## src/rtl/pipeline_hazard_ctrl.sv

```systemverilog
`default_nettype none
// ============================================================================
//  Module      : pipeline_hazard_ctrl
//  Description : Central pipeline controller for the SIMD core. Combines the
//                control word held in ID/EX with the source-register info of
//                the instruction in decode. From these it produces the stall,
//                flush and PC-select signals for every pipeline register. It
//                also sequences multi-beat vector memory transfers
//                (lopix/svpix), holding the pipeline frozen until every beat
//                has been accepted.
//  Ports       :
//    clk, rst (async, active-low)      clock / reset
//    id_valid, id_src_a/b, id_use_a/b,
//    id_src_vec                        decode-stage source info
//    ex_valid, ex_pc_write_en, ex_zero,
//    ex_reg_write_sc/vec, ex_reg_to_write,
//    ex_write_reg_from, ex_vec_mem     ID/EX control word
//    mem_ready                         memory accepts current vector beat
//    pc_stall, ifid_stall, ifid_flush,
//    idex_flush, exmem_stall, pc_sel   pipeline control
//    mem_req, beat_idx, vmem_busy      vector beat sequencing
//    stall_cycles                      saturating pc_stall cycle counter
//  Revision    : 1.0 - initial release
// ============================================================================
module pipeline_hazard_ctrl #(
   parameter int VEC_BEATS = 4,
   parameter int CNT_W     = 16
) (
   input  logic                         clk,
   input  logic                         rst,
   input  logic                         id_valid,
   input  logic [3:0]                   id_src_a,
   input  logic [3:0]                   id_src_b,
   input  logic                         id_use_a,
   input  logic                         id_use_b,
   input  logic                         id_src_vec,
   input  logic                         ex_valid,
   input  logic [2:0]                   ex_pc_write_en,
   input  logic                         ex_zero,
   input  logic                         ex_reg_write_sc,
   input  logic                         ex_reg_write_vec,
   input  logic [3:0]                   ex_reg_to_write,
   input  logic [1:0]                   ex_write_reg_from,
   input  logic                         ex_vec_mem,
   input  logic                         mem_ready,
   output logic                         pc_stall,
   output logic                         ifid_stall,
   output logic                         ifid_flush,
   output logic                         idex_flush,
   output logic                         exmem_stall,
   output logic                         pc_sel,
   output logic                         mem_req,
   output logic [$clog2(VEC_BEATS)-1:0] beat_idx,
   output logic                         vmem_busy,
   output logic [CNT_W-1:0]             stall_cycles
);

   localparam int                    c_BEAT_W    = $clog2(VEC_BEATS);
   localparam logic [c_BEAT_W-1:0]   c_LAST_BEAT = c_BEAT_W'(VEC_BEATS - 1);
   localparam logic [CNT_W-1:0]      c_CNT_MAX   = '1;

   typedef enum logic [0:0] {
      c_ST_RUN  = 1'b0,
      c_ST_VMEM = 1'b1
   } state_t;

   state_t              r_state, w_nextState;
   logic [c_BEAT_W-1:0] r_beatIdx, w_nextBeat;
   logic                r_done, w_nextDone;
   logic [CNT_W-1:0]    r_stallCycles;

   logic w_take, w_ldUse, w_vstart, w_classMatch, w_srcHit;
   logic w_pcStall, w_ifidStall, w_ifidFlush, w_idexFlush;
   logic w_exmemStall, w_pcSel, w_memReq;

   // ------------------------------------------------------------------------
   // Hazard detection on the current ID/EX and decode contents
   // ------------------------------------------------------------------------
   assign w_take = ex_valid & (ex_pc_write_en[2]
                             | (ex_pc_write_en[1] & ex_zero)
                             | (ex_pc_write_en[0] & ~ex_zero));

   // A load only conflicts with readers of the same register file.
   assign w_classMatch = (ex_reg_write_sc & ~id_src_vec) | (ex_reg_write_vec & id_src_vec);
   assign w_srcHit     = (id_use_a & (id_src_a == ex_reg_to_write))
                       | (id_use_b & (id_src_b == ex_reg_to_write));
   assign w_ldUse      = ex_valid & ~ex_vec_mem & (ex_write_reg_from == 2'd0)
                       & w_classMatch & id_valid & w_srcHit;

   assign w_vstart = ex_valid & ex_vec_mem;

   // ------------------------------------------------------------------------
   // Next-state / output logic
   // ------------------------------------------------------------------------
   always_comb begin
      w_nextState  = r_state;
      w_nextBeat   = r_beatIdx;
      w_nextDone   = r_done;
      w_pcStall    = 1'b0;
      w_ifidStall  = 1'b0;
      w_ifidFlush  = 1'b0;
      w_idexFlush  = 1'b0;
      w_exmemStall = 1'b0;
      w_pcSel      = 1'b0;
      w_memReq     = 1'b0;

      case (r_state)
         c_ST_RUN: begin
            // r_done masks the vector op that just finished and is still
            // sitting in ID/EX for its one release cycle.
            if (w_vstart && !r_done) begin
               w_pcStall    = 1'b1;
               w_ifidStall  = 1'b1;
               w_exmemStall = 1'b1;
               w_nextState  = c_ST_VMEM;
               w_nextBeat   = '0;
            end else if (w_take && !w_vstart) begin
               // A vector op presented together with a branch never branches.
               w_pcSel     = 1'b1;
               w_ifidFlush = 1'b1;
               w_idexFlush = 1'b1;
            end else if (w_ldUse) begin
               w_pcStall   = 1'b1;
               w_ifidStall = 1'b1;
               w_idexFlush = 1'b1;
            end
            if (!w_pcStall) begin
               w_nextDone = 1'b0;
            end
         end

         c_ST_VMEM: begin
            w_pcStall    = 1'b1;
            w_ifidStall  = 1'b1;
            w_exmemStall = 1'b1;
            w_memReq     = 1'b1;
            if (mem_ready) begin
               if (r_beatIdx == c_LAST_BEAT) begin
                  w_nextState = c_ST_RUN;
                  w_nextBeat  = '0;
                  w_nextDone  = 1'b1;
               end else begin
                  w_nextBeat = r_beatIdx + c_BEAT_W'(1);
               end
            end
         end

         default: begin
            w_nextState = c_ST_RUN;
            w_nextBeat  = '0;
         end
      endcase
   end

   // ------------------------------------------------------------------------
   // State, beat counter and performance counter
   // ------------------------------------------------------------------------
   always_ff @(posedge clk or negedge rst) begin
      if (!rst) begin
         r_state       <= c_ST_RUN;
         r_beatIdx     <= '0;
         r_done        <= 1'b0;
         r_stallCycles <= '0;
      end else begin
         r_state   <= w_nextState;
         r_beatIdx <= w_nextBeat;
         r_done    <= w_nextDone;
         if (w_pcStall && (r_stallCycles != c_CNT_MAX)) begin
            r_stallCycles <= r_stallCycles + CNT_W'(1);
         end
      end
   end

   // The control outputs are combinational from the inputs, so they are
   // forced low while reset is held rather than relying on the state reset.
   assign pc_stall     = rst & w_pcStall;
   assign ifid_stall   = rst & w_ifidStall;
   assign ifid_flush   = rst & w_ifidFlush;
   assign idex_flush   = rst & w_idexFlush;
   assign exmem_stall  = rst & w_exmemStall;
   assign pc_sel       = rst & w_pcSel;
   assign mem_req      = rst & w_memReq;
   assign vmem_busy    = rst & (r_state == c_ST_VMEM);
   assign beat_idx     = r_beatIdx;
   assign stall_cycles = r_stallCycles;

endmodule
`default_nettype wire

```

## config.mk

```make
export PLATFORM = sky130hd
export DESIGN_NAME = pipeline_hazard_ctrl
export DESIGN_NICKNAME = d
export VERILOG_FILES = /design/src/rtl/pipeline_hazard_ctrl.sv
export SDC_FILE = /design/constraint.sdc
export NUM_CORES = 1
export LEC_CHECK = 0
export ABC_AREA = 0
export BUFFER_PORTS_ARGS = -buffer_cell sky130_fd_sc_hd__buf_2
export CORE_MARGIN = 10
export CORE_UTILIZATION = 47
export CTS_BUF_LIST = sky130_fd_sc_hd__clkbuf_16
export CTS_CLUSTER_SIZE = 12
export DETAILED_ROUTE_END_ITERATION = 6
export PLACE_DENSITY = 0.81
export SYNTH_ARGS = -nofsm -noshare
export SYNTH_HDL_FRONTEND = slang
export SYNTH_SLANG_ARGS = --single-unit
```

## constraint.sdc

```tcl
create_clock -name clk -period 2.1 [get_ports clk]
set_input_delay 0.105 -clock clk [delete_from_list [all_inputs] [get_ports clk]]
set_output_delay 0.105 -clock clk [all_outputs]
set_load 0.005 [all_outputs]
```

==> results.md <==
- Outcome: completed
- Yosys warns: 0
- Ant diodes: 0
- Tot GR Track Use: 0.1399
- Drt pass-1 iters: 4
- Final cell count without fillers: 212
- Gpl congestion: 0.7962
- HP Class: input port to register
- Worst hold margin: 0.1093 ns
- Sequential fraction of the synthesis area: 0.3781
- Later-pin clock latency in the skew report: 0.26 ns
- Crit Path Category: register to register
- Row count: 19
- Post-Syn Instances: 125
- Clock transition at path regs: 0.06 ns
- RSZ-0062 raised after global routing: no
- #FFs+latches synth: 20
- Reg2Reg Depth: 5
- Root buf cell: clkbuf_16
- Number of synthesized flops with an enable pin: 0
- Final Hold Fails: 0
- CTS tree: yes
- Initial DRC Count: 104
- Clock sink total: 20
- Max Cap Viol: 0
- Critical-path top delay cell: dfrtp_1
- Worst EP required: 2.24 ns
- Worst path cell trace: and3_1, and3_4, nand3_4, a211oi_1, mux2_2
- WHS Endpoint: r_state
- Die height: 73.07 um
- Netlist cell types: 39
- Ys async rst share: 1.000
- Period Utilization, post-route: 0.9307
- Ports: 55
- Routed wire length: 3754 um
- TritonCTS Buffers: 3
- Routed Antenna Nets: 0
- Setup crit start kind: register
- Initial antenna violation count: 0
- Drc violations: 0
- Placed insts: 205
- WL/cell: 17.71 um
- Max VDD drop: 0.0008242 V
- R2R setup slack: 0.15 ns
- Worst-case clock buffer depth: 2
- Via count: 1207
- Final min period: 1.955 ns
- GRT Residual Overflow: 0
- Most frequent cells in the layout: buf_2, dfrtp_1, xor2_1, a211oi_1, nand3_1
- Cell Pwr Density: 978.1 mW/mm^2
- Setup tns final: 0 ns
- Wire length of the first global-routing pass: 6051 um
- Design Power: 1.700 mW
- Most common cell after layout, fill and taps aside: buf_2
- Post-DP HPWL: 2768 um
- Area Growth Syn to Fin: 31.29%
- Final Slew Violations: 0
- Hold Path Stages: 2
- Max Clk Rate: 0.5116 GHz
- Starting Density: 0.4842
- Largest net degree at the start of global routing: 26
- Crit end category: register
- Total die area: 0.005339 sq mm
- DR vias/cell: 5.693
- Critical Path AT: 2.10 ns
- Buffers on Ports: 54
- Die width: 73.07 um
- Crit Path Max Fanout: 5
- # nets final: 213
- Post-synth top flop: dfrtp_1
- Synthesized area per cell: 10.59 sq um
- Relative slew margins: 0.6387
- Mapped Nets: 156
- Vias in the first global route: 1295
- Hold path start: mem_ready
- Setup violators final: 0
- Post-CTS sizing: 0
- Fraction of layout cells with a size suffix above 1: 0.4309
- CP peak stage delay: 0.42 ns
- RR Endpoint: stall_cycles[12]
- Core area: 0.002734 sq mm
- Reg2reg start: stall_cycles[3]
- H-Tree Depth: 1
- Synthesized cell area: 0.001324 sq mm
- Leak: 0.8958 nW
- Worst Max-Slew Pin Slew: 0.5393 ns
- Clock Skews: 0.004649 ns
what timing repair did:
item                                   4_1_cts  5_1_grt
setup buffers                                0        2
setup endpoints to repair                    0        4
endpoints found under the hold margin       20        0
hold buffers                                 1        0
synthesized netlist by cell type (3+ instances only):
cell type   n  area, sq um
a211oi_1   12        90.09
mux2_2      4        45.04
nand2_1     6        22.52
inv_1       5        18.77
a31oi_1     3        18.77
buf_4       3        22.52
nand4_1     3        18.77
nor2b_1     3        18.77
and3_1      4        25.02
xor2_1     18        157.7
a21oi_1     3        15.01
nand3_1     9        45.04
dfrtp_1    20        500.5
worst max-delay path: cells and delay by family, from the launching register on:
kind            cells  cell delay (ns)
simple gates        3             0.61
flops               1             0.42
compound gates      1             0.42
mux                 1             0.40
worst max-delay path by stage:
stage          cells after the start       startpoint          endpoint
6_report                           5  stall_cycles[3]  stall_cycles[12]
5_1_grt                            5  stall_cycles[3]  stall_cycles[12]
4_1_cts                            7  stall_cycles[3]   stall_cycles[8]
3_5_place_dp                       7  stall_cycles[3]   stall_cycles[8]
3_3_place_gp                       7  stall_cycles[3]   stall_cycles[9]
2_1_floorplan                      7  stall_cycles[3]  stall_cycles[11]
stage by stage:
step	utilization	worst slack (ns)	area, sq um
2_1_floorplan	-	0.3221	1324
3_3_place_gp	0.5835	0.2003	1595
3_5_place_dp	0.5835	0.1741	1595
4_1_cts	0.6256	0.1049	1710
5_1_grt	0.6357	0.08596	1738
6_report	0.6357	0.1455	1738
report_power, final:
group / total (mW) / internal [mW] / switching (mW) / leakage (nW)
registers: 0.633 / 0.495 / 0.138 / 0.258
clock network: 0.531 / 0.379 / 0.153 / 0.0511
logic: 0.536 / 0.265 / 0.270 / 0.587
registers in the layout, summed over array words and instances, names as in the netlist:
name,flops
stall_cycles,16
r_state,1
r_done,1
beat_idx,2
final cells by class:
type	count	area, sq um
flip-flops and latches	20	500.5
clock inverters	1	30.03
fillers	227	996.0
clock buffers	3	75.07
inverters	5	18.77
well taps	31	38.79
multi-input cells	92	744.5
repair buffers	60	330.3
routing by layer:
layer | routed length (um) | global-route usage | part of all wire | vias to the layer above
met5 | 0 | 0 | 0 | -
met4 | 87 | 0.07384 | 0.023 | 0
met3 | 242 | 0.03537 | 0.064 | 7
met2 | 2095 | 0.2655 | 0.56 | 43
met1 | 1328 | 0.1322 | 0.35 | 587
li1 | - | - | - | 570
cells by family (layout without fill, tap and decap cells):
kind of cell    after synthesis  count (layout)  synth area share
simple gates                 37              37            0.1834
compound gates               29              29            0.1881
flops                        20              20            0.3781
xor+xnor                     19              19            0.1257
buf+inv                      13              69           0.06427
mux                           5               5           0.04159
fa+ha+maj                     2               2           0.01890
Note: power is estimated with default switching activity, not from simulation.
